[src/rtl/rst_seq_pkg.sv]
// Shared definitions for the reset sequencer: FSM state encodings and the
// width of the released-stage count.
package rst_seq_pkg;

  // Width of the released-stage count (holds 0..16)
  localparam int STAGE_CNT_W = 5;

  typedef logic [STAGE_CNT_W-1:0] stage_cnt_t;
  typedef logic [1:0]             seq_state_t;

  // Sequencer states
  localparam seq_state_t WAIT_LOCK = 2'd0;
  localparam seq_state_t QUALIFY   = 2'd1;
  localparam seq_state_t RELEASE   = 2'd2;
  localparam seq_state_t DONE      = 2'd3;

endpackage

[src/rtl/sync_2ff.sv]
// Single-bit two-flop synchronizer for a level coming from another clock
// domain. Both flops clear on the synchronous reset.
module sync_2ff (
  input  logic clk,
  input  logic rst,
  input  logic d,
  output logic q
);

  logic sync_p0;
  logic sync_p1;

  // Shift the asynchronous level through two flops to settle metastability
  always_ff @(posedge clk) begin
    if (rst) begin
      sync_p0 <= 1'b0;
      sync_p1 <= 1'b0;
    end else begin
      sync_p0 <= d;
      sync_p1 <= sync_p0;
    end
  end

  assign q = sync_p1;

endmodule

[src/rtl/rst_sequencer.sv]
// Reset sequencer. Waits for the PLL lock to be stable for LOCK_STABLE_CNT
// cycles, then releases the active-low stage resets one by one (bit 0 first)
// spaced STAGE_GAP_CNT cycles apart, and flags completion one gap after the
// last release. Loss of lock or a soft reset re-asserts every stage at once
// and restarts the sequence.
// Optional build macro RST_SEQ_TIMEOUT_EN adds a sticky lock-timeout flag.
module rst_sequencer
  import rst_seq_pkg::*;
#(
  parameter int NUM_STAGES      = 4,
  parameter int LOCK_STABLE_CNT = 256,
  parameter int STAGE_GAP_CNT   = 64,
  parameter int TIMEOUT_CNT     = 65535,
  parameter int CNT_W           = 16
) (
  input  logic                  i_sys_clk,
  input  logic                  i_rst_in,
  input  logic                  i_pll_locked,
  input  logic                  i_soft_rst,
  output logic [NUM_STAGES-1:0] o_rst_n,
  output logic                  o_seq_done,
  output logic [4:0]            o_stage_cnt,
  output logic                  o_lock_lost,
  output logic                  o_lock_timeout
);

  localparam logic [CNT_W-1:0] QUAL_LAST = CNT_W'(LOCK_STABLE_CNT - 1);
  localparam logic [CNT_W-1:0] GAP_LAST  = CNT_W'(STAGE_GAP_CNT - 1);
  localparam stage_cnt_t       LAST_IDX  = STAGE_CNT_W'(NUM_STAGES - 1);

  // Reject parameter sets the counters or output vector cannot represent
  if (NUM_STAGES < 1 || NUM_STAGES > 16 ||
      LOCK_STABLE_CNT < 1 || STAGE_GAP_CNT < 1 || TIMEOUT_CNT < 1 ||
      longint'(LOCK_STABLE_CNT) >= (longint'(1) << CNT_W) ||
      longint'(STAGE_GAP_CNT)   >= (longint'(1) << CNT_W) ||
      longint'(TIMEOUT_CNT)     >= (longint'(1) << CNT_W)) begin : g_bad_cfg
    $error("rst_sequencer: illegal parameter set");
  end

  // Thermometer mask: the lowest n stage bits are released
  function automatic logic [NUM_STAGES-1:0] stage_mask(input stage_cnt_t n);
    logic [NUM_STAGES-1:0] m;
    m = '0;
    for (int i = 0; i < NUM_STAGES; i++) begin
      m[i] = (STAGE_CNT_W'(i) < n);
    end
    return m;
  endfunction

  logic lock_s;
  logic abort;

  seq_state_t            state_q, state_d;
  logic [CNT_W-1:0]      cnt_q, cnt_d;
  stage_cnt_t            idx_q, idx_d;
  stage_cnt_t            stage_q, stage_d;
  logic                  done_q, done_d;
  logic                  lost_q, lost_d;
  logic [NUM_STAGES-1:0] rst_n_q;

  sync_2ff u_lock_sync (
    .clk (i_sys_clk),
    .rst (i_rst_in),
    .d   (i_pll_locked),
    .q   (lock_s)
  );

  // Any reason to drop back and re-assert all stages
  assign abort = !lock_s || i_soft_rst;

  // Next-state and next-output computation for the sequencing FSM
  always_comb begin
    state_d = state_q;
    cnt_d   = cnt_q;
    idx_d   = idx_q;
    stage_d = stage_q;
    done_d  = done_q;
    lost_d  = 1'b0;
    case (state_q)
      WAIT_LOCK: begin
        stage_d = '0;
        done_d  = 1'b0;
        cnt_d   = '0;
        if (lock_s && !i_soft_rst) begin
          state_d = QUALIFY;
        end
      end
      QUALIFY: begin
        if (abort) begin
          // Any glitch discards the partial qualification
          state_d = WAIT_LOCK;
          cnt_d   = '0;
        end else if (cnt_q == QUAL_LAST) begin
          state_d = RELEASE;
          cnt_d   = '0;
          idx_d   = '0;
          stage_d = STAGE_CNT_W'(1);
        end else begin
          cnt_d = cnt_q + CNT_W'(1);
        end
      end
      RELEASE: begin
        if (abort) begin
          state_d = WAIT_LOCK;
          cnt_d   = '0;
          idx_d   = '0;
          stage_d = '0;
          done_d  = 1'b0;
          lost_d  = !lock_s;
        end else if (cnt_q == GAP_LAST) begin
          cnt_d = '0;
          if (idx_q == LAST_IDX) begin
            state_d = DONE;
            done_d  = 1'b1;
          end else begin
            idx_d   = idx_q + STAGE_CNT_W'(1);
            stage_d = stage_q + STAGE_CNT_W'(1);
          end
        end else begin
          cnt_d = cnt_q + CNT_W'(1);
        end
      end
      DONE: begin
        if (abort) begin
          state_d = WAIT_LOCK;
          cnt_d   = '0;
          idx_d   = '0;
          stage_d = '0;
          done_d  = 1'b0;
          lost_d  = !lock_s;
        end
      end
      default: begin
        state_d = WAIT_LOCK;
        cnt_d   = '0;
        idx_d   = '0;
        stage_d = '0;
        done_d  = 1'b0;
      end
    endcase
  end

  // FSM state and registered outputs; the reset mask is derived from the
  // same stage count so o_stage_cnt always matches the released bits
  always_ff @(posedge i_sys_clk) begin
    if (i_rst_in) begin
      state_q <= WAIT_LOCK;
      cnt_q   <= '0;
      idx_q   <= '0;
      stage_q <= '0;
      done_q  <= 1'b0;
      lost_q  <= 1'b0;
      rst_n_q <= '0;
    end else begin
      state_q <= state_d;
      cnt_q   <= cnt_d;
      idx_q   <= idx_d;
      stage_q <= stage_d;
      done_q  <= done_d;
      lost_q  <= lost_d;
      rst_n_q <= stage_mask(stage_d);
    end
  end

  assign o_rst_n     = rst_n_q;
  assign o_seq_done  = done_q;
  assign o_stage_cnt = stage_q;
  assign o_lock_lost = lost_q;

`ifdef RST_SEQ_TIMEOUT_EN
  localparam logic [CNT_W-1:0] TMO_LAST = CNT_W'(TIMEOUT_CNT - 1);

  logic [CNT_W-1:0] tmo_cnt_q;
  logic             tmo_flag_q;
  logic             pre_release;

  assign pre_release = (state_q == WAIT_LOCK) || (state_q == QUALIFY);

  // Count cycles spent before a completed qualification; flag is sticky
  always_ff @(posedge i_sys_clk) begin
    if (i_rst_in) begin
      tmo_cnt_q  <= '0;
      tmo_flag_q <= 1'b0;
    end else begin
      if (pre_release && tmo_cnt_q == TMO_LAST) begin
        tmo_flag_q <= 1'b1;
      end
      if (state_q == QUALIFY && state_d == RELEASE) begin
        tmo_cnt_q <= '0;
      end else if (pre_release && tmo_cnt_q != TMO_LAST) begin
        tmo_cnt_q <= tmo_cnt_q + CNT_W'(1);
      end
    end
  end

  assign o_lock_timeout = tmo_flag_q;
`else
  assign o_lock_timeout = 1'b0;
`endif

endmodule
[config.mk]
export PLATFORM = sky130hd
export DESIGN_NAME = rst_sequencer
export DESIGN_NICKNAME = d
export VERILOG_FILES = /design/src/rtl/rst_seq_pkg.sv /design/src/rtl/sync_2ff.sv /design/src/rtl/rst_sequencer.sv
export SDC_FILE = /design/constraint.sdc
export NUM_CORES = 1
export LEC_CHECK = 0
export ABC_AREA = 1
export CORE_ASPECT_RATIO = 0.6
export CORE_MARGIN = 3
export CORE_UTILIZATION = 35
export CTS_BUF_LIST = sky130_fd_sc_hd__clkbuf_8
export CTS_CLUSTER_SIZE = 40
export DETAILED_ROUTE_END_ITERATION = 8
export HOLD_SLACK_MARGIN = 0.02
export MAX_ROUTING_LAYER = met4
export PLACE_DENSITY = 0.62
export RECOVER_POWER = 25
export SYNTH_ARGS = -nofsm -noshare
export SYNTH_HDL_FRONTEND = slang
export SYNTH_SLANG_ARGS = --single-unit
[constraint.sdc]
create_clock -name i_sys_clk -period 2 [get_ports i_sys_clk]
set_clock_uncertainty 0.1 [all_clocks]
set_input_delay 0.2 -clock i_sys_clk [delete_from_list [all_inputs] [get_ports i_sys_clk]]
set_output_delay 0.2 -clock i_sys_clk [all_outputs]
set_load 0.02 [all_outputs]
==> impl_metrics.env, run 1 <==
export IMPL_syn_nets=297
export IMPL_grt_pass1_wl_um=8090
export IMPL_synth_edf_count=0
export IMPL_die_area_mm2=0.00670
export IMPL_cts_sinks=36
export IMPL_syn_avg_cell_area_um2=7.03
export IMPL_multi_input_area_mm2=0.00119
export IMPL_numCtsBuffers=5
export IMPL_maxSlewViolCount=0
export IMPL_max_slew_worst_pin_slew_ps=627
export IMPL_status="complete, no violations"
export IMPL_hold_violations=0
export IMPL_cts_max_level=2
export IMPL_fmax_mhz=541
export IMPL_viasPerCell=4.87
export IMPL_cap_violations=0
export IMPL_synthTopCellsByArea="dfxtp_1, nand2_1, nand3_1, inv_1, nor2_1"
export IMPL_die_h_um=64.6
export IMPL_die_w_um=104
export IMPL_synthFlopType="dfxtp_1"
export IMPL_slew_headroom=0.582
export IMPL_fin_tns_setup_ps=0
export IMPL_yosysWarnings=0
export IMPL_critPathTopFamily="simple AND/OR/NAND/NOR gates"
export IMPL_wl_per_cell_um=12.5
export IMPL_crit_buf_inv=0
export IMPL_dr_pass1_iters=4
export IMPL_hold_slack_ps=308
export IMPL_cts_path_max_buffers=2
export IMPL_port_buffers=14
export IMPL_synthArstFlopShare=0
export IMPL_root_buffer="clkbuf_8"
export IMPL_path_cells="ha_4, nand3_1, nor3_1, nand2_1, nand3_1, nand2_1, nand2_1, nand2_1, nand2_4, a21oi_1, o21a_1"
export IMPL_p_per_area_mw_per_mm2=755
export IMPL_drtIter0Drc=176
export IMPL_ios=16
export IMPL_crit_type="flip-flop to flip-flop"
export IMPL_worst_path_max_delay_cell="dfxtp_2"
export IMPL_ys_types=38
export IMPL_antenna_diode_count=0
export IMPL_cts_hold_buffers_added=0
export IMPL_synth_top_area_cell="dfxtp_1"
export IMPL_leakage_nw=1.04
export IMPL_crit_fanout=10
export IMPL_min_period_ps=1850
export IMPL_grt_overflow_total=0
export IMPL_hold_path_class="flip-flop to flip-flop"
export IMPL_row_count=20
export IMPL_gp_congestion=0.917
export IMPL_antenna_found_initial=0
export IMPL_start_util=0.379
export IMPL_cts_tree="done"
export IMPL_finalCritPeriodShare=0.925
export IMPL_yosysSeqAreaShare=0.360
export IMPL_peakVddDrop_uv=408
export IMPL_synth_top_area_frac=0.360
export IMPL_area_delta_synth_final_pct=21.8
export IMPL_syn_inst=285
export IMPL_critPathArrivalTime_ps=1930
export IMPL_critPathMostFrequentCell="nand2_1"
export IMPL_cp_required_ps=2080
export IMPL_setup_viol=0
export IMPL_clk_latency_ps=290
export IMPL_clk_pin_slew_ps=80
export IMPL_regArea_um2=723
export IMPL_p_total_mw=1.84
export IMPL_first_global_vias=1678
export IMPL_dp_final_hpwl_um=3660
export IMPL_final_nets=325
export IMPL_post_cts_setup_buffers=0
export IMPL_wirelength_um=4870
export IMPL_remaining_drc_errors=0
export IMPL_startpoint_type="flip-flop"
export IMPL_ys_ff_latch=36
export IMPL_final_fill_count=554
export IMPL_cpPeakStageDelay_ps=380
export IMPL_drive_above_1_share=0.163
export IMPL_grt_usage=0.155
export IMPL_worstSetupEndpointType="flip-flop"
export IMPL_syn_area_mm2=0.00200
export IMPL_drtAntennaViolNets=0
export IMPL_coreArea_mm2=0.00528
export IMPL_dr_total_vias=1898
export IMPL_grt_start_max_net_pins=12
==> logic make-up (layout without fill, tap and decap cells) <==
logic type / Yosys count / after routing / share of synthesized area
flip-flops: 36 / 36 / 0.360
AO/OA/AOI/OAI: 34 / 34 / 0.107
buffers and inverters: 39 / 67 / 0.0768
adder cells (fa/ha/maj): 8 / 8 / 0.0500
other: 1 / 1 / 0.00187
XOR/XNOR: 9 / 9 / 0.0394
AND/OR/NAND/NOR: 158 / 158 / 0.365
==> through the flow <==
stage	setup WS [ps]	std cells	utilization	instance area, um^2
after CTS	64.5	390	0.451	2380
after detailed placement	7.39	383	0.436	2300
after global routing	-13.6	390	0.462	2440
after global placement	24.6	383	0.436	2300
final	150	390	0.462	2440
after floorplan	308	285	-	2000
==> registers in the layout, summed over array words and instances (netlist names) <==
signal               flops
o_lock_lost              1
o_stage_cnt              5
u_lock_sync.q            1
o_seq_done               1
o_rst_n                  4
u_lock_sync.sync_p0      1
cnt_q                   16
state_q                  2
idx_q                    5
==> Yosys cell counts (4+ instances only) <==
| library cell | n |
|---|---|
| ha_1 | 8 |
| inv_1 | 28 |
| a21oi_1 | 14 |
| nand2_1 | 69 |
| xor2_1 | 6 |
| nand3_1 | 27 |
| nor2_1 | 28 |
| dfxtp_1 | 36 |
| nor2_2 | 4 |
| nand4_1 | 7 |
| o21ai_1 | 6 |
| nor3_1 | 11 |
| inv_2 | 4 |
==> power by group <==
| part | switching (mW) | internal [mW] |
|---|---|---|
| combinational | 0.377 | 0.192 |
| clock | 0.258 | 0.236 |
| sequential | 0.0256 | 0.754 |
==> what timing repair did <==
item	4_1_cts	5_1_grt
resized for setup	0	16
endpoints found under the hold margin	0	0
setup endpoints to repair	0	24
==> per-layer routing <==
layer,vias up,share of wire,global-route usage
li1,985,-,-
met1,858,0.56,0.249
met2,53,0.35,0.179
met3,2,0.085,0.0368
met4,0,0.0039,0.0464
met5,-,0,-
==> path summary, 6_finish.rpt <==
path,startpoint,end,slack [ps],cells after the start
min,u_lock_sync.sync_p0,u_lock_sync.q,310,2
min reg2reg,u_lock_sync.sync_p0,u_lock_sync.q,310,2
max reg2reg,cnt_q[0],cnt_q[13],150,11
max,cnt_q[0],cnt_q[13],150,11
==> layout by cell type, fill, tap and decap left out, types with 2 or more instances in the layout <==
cell,count
clkdlybuf4s50_1,6
a211oi_1,2
clkbuf_8,5
ha_1,5
nand4_1,7
inv_2,4
nor2_2,4
o21ai_2,2
buf_4,10
dfxtp_2,2
nand2_2,3
nor2_4,2
xnor2_1,3
clkinv_2,3
nand3_2,3
inv_1,28
o21ai_1,7
nand2_1,68
a21oi_1,14
o21bai_1,2
dfxtp_1,34
nor3_1,10
nor2_1,27
xor2_1,6
nand2_4,3
ha_2,2
nand3_1,24
dlygate4sd3_1,8
==> layout make-up <==
class                      instances  share of cell area
clock inverter                     2             0.00513
multi-input combinational        210               0.486
tap                               77              0.0395
inverter                          35              0.0549
sequential                        36               0.296
timing repair buffer              25              0.0897
clock buffer                       5              0.0282
==> worst reg2reg max path, delay by kind of cell (launching register included) <==
family	cells	cell delay [ps]
flops	1	380
compound gates	2	160
fa+ha+maj	1	170
simple gates	8	920
Power figures use the tool's default switching activity.
==> run 2, diff against run 1 <==
- CORE_MARGIN: 3 -> unset
==> run 2 against run 1 <==
Effect of this change:
- flip-flop and latch count stayed put
- critical endpoint is now idx_q[3]
- largest cell class unchanged
- setup slack got worse by 13 ps
- cell area down 0.87%
- count of clock-buffer cells in the layout grew 1
==> impl_metrics.env, run 2 (synthesized netlist as in run 1, its figures left out) <==
export IMPL_cp_required_ps=2070
export IMPL_startpoint_type="flip-flop"
export IMPL_antenna_found_initial=0
export IMPL_crit_fanout=6
export IMPL_hp_start="u_lock_sync.sync_p0"
export IMPL_grt_pass1_wl_um=7970
export IMPL_p_per_area_mw_per_mm2=756
export IMPL_fin_util=0.458
export IMPL_min_period_ps=1860
export IMPL_peakVddDrop_uv=620
export IMPL_worstReg2RegStart="state_q[1]"
export IMPL_post_cts_setup_buffers=0
export IMPL_final_fill_count=537
export IMPL_worstSetupEndpointType="flip-flop"
export IMPL_p_total_mw=1.83
export IMPL_port_buffers=14
export IMPL_dr_total_vias=1842
export IMPL_final_common_cell="nand2_1"
export IMPL_grt_usage=0.178
export IMPL_leakage_nw=1.05
export IMPL_slew_headroom=0.603
export IMPL_rsz0062_at_grt="false"
export IMPL_wl_per_cell_um=11.9
export IMPL_grt_overflow_total=0
export IMPL_fmax_mhz=537
export IMPL_rr_worst_depth=10
export IMPL_final_nets=325
export IMPL_critPathArrivalTime_ps=1940
export IMPL_finalCritPeriodShare=0.931
export IMPL_final_cell_mix="nand2_1, dfxtp_1, inv_1, nor2_1, nand3_1"
export IMPL_drtAntennaViolNets=0
export IMPL_status="complete, no violations"
export IMPL_first_global_vias=1582
export IMPL_largest_register_ffs=16
export IMPL_dr_pass1_iters=4
export IMPL_cts_sinks=36
export IMPL_antenna_diode_count=0
export IMPL_r2r_setup_slack_ps=140
export IMPL_cp_startpoint="state_q[1]"
export IMPL_crit_path_end="idx_q[3]"
export IMPL_cts_max_level=2
export IMPL_hold_slack_ps=305
export IMPL_post_place_cells=383
export IMPL_dp_final_hpwl_um=3600
export IMPL_area_delta_synth_final_pct=20.7
export IMPL_reg2reg_to="idx_q[3]"
export IMPL_clk_pin_slew_ps=60
export IMPL_grt_start_max_net_pins=13
export IMPL_cap_violations=0
export IMPL_largest_register="cnt_q"
export IMPL_finalNonFillerCells=391
export IMPL_hold_path_class="flip-flop to flip-flop"
export IMPL_viasPerCell=4.71
export IMPL_cts_tree="done"
export IMPL_die_h_um=60.6
export IMPL_drive_above_1_share=0.137
export IMPL_row_count=20
export IMPL_crit_type="flip-flop to flip-flop"
export IMPL_max_slew_worst_pin_slew_ps=595
export IMPL_post_cts_resized=0
export IMPL_numCtsBuffers=5
export IMPL_setup_viol=0
export IMPL_cts_hold_buffers_added=0
export IMPL_gp_congestion=0.855
export IMPL_setup_ws_ps=137
export IMPL_remaining_drc_errors=0
export IMPL_cts_path_max_buffers=2
export IMPL_clk_latency_ps=290
export IMPL_drtIter0Drc=79
export IMPL_wirelength_um=4650
export IMPL_coreArea_mm2=0.00528
export IMPL_maxSlewViolCount=0
export IMPL_dpl_worst_slack_ps=28.2
export IMPL_root_buffer="clkbuf_8"
export IMPL_hold_violations=0
export IMPL_die_w_um=99.7
export IMPL_start_util=0.379
export IMPL_ios=16
export IMPL_die_area_mm2=0.00604
==> run 2: cell types whose count changed in the layout (fill, tap and decap cells not counted), moves of 2 or more <==
cell / before / now
ha_2: 2 / 0
ha_1: 5 / 7
nand3_2: 3 / 1
inv_1: 28 / 30
nand3_1: 24 / 26
==> run 2: worst min-delay path by stage <==
stage,end,slack [ps],cells past startpoint
floorplan,cnt_q[0],180,1
global placement,u_lock_sync.q,300,2
detailed placement,u_lock_sync.q,300,2
CTS,u_lock_sync.q,310,2
global route,u_lock_sync.q,320,2
finish,u_lock_sync.q,310,2
==> run 2: power breakdown <==
group	switching [mW]	internal, mW	leakage [nW]	total, mW
sequential	0.0254	0.754	0.292	0.779
combinational	0.351	0.173	0.705	0.524
clock	0.254	0.271	0.0538	0.525
total	0.630	1.20	1.05	1.83
==> run 2: layout make-up <==
type / instances / area, um^2 / area share
Clock buffer: 6 / 82.6 / 0.0341
Timing Repair Buffer: 25 / 219 / 0.0905
Sequential cell: 36 / 723 / 0.299
Inverter: 35 / 134 / 0.0554
Tap cell: 77 / 96.3 / 0.0398
Clock inverter: 2 / 7.51 / 0.00310
Multi-Input combinational cell: 210 / 1160 / 0.478
==> run 2: per-stage QoR <==
step	TNS, ps	cell area (um^2)
floorplan	0	2000
global placement	-41.9	2300
detailed placement	0	2300
CTS	0	2390
global route	0	2420
finish	0	2420
==> run 2: layer usage <==
metal | vias to the layer above | routed length [um] | track usage
met5 | - | 0 | -
met4 | 0 | 0 | 0.0252
met3 | 0 | 336 | 0.0461
met2 | 57 | 1570 | 0.207
met1 | 802 | 2740 | 0.289
li1 | 983 | - | -
==> run 2: critical path, stage by stage, from the launching register on <==
cell and delay (ps):
dfxtp_1 330, inv_1 130, ha_1 290, inv_1 120, nand2_1 80, o21ai_1 90, a21oi_4 200, nand2_4 100
nor2_1 110, xor2_1 150, nor2_1 50
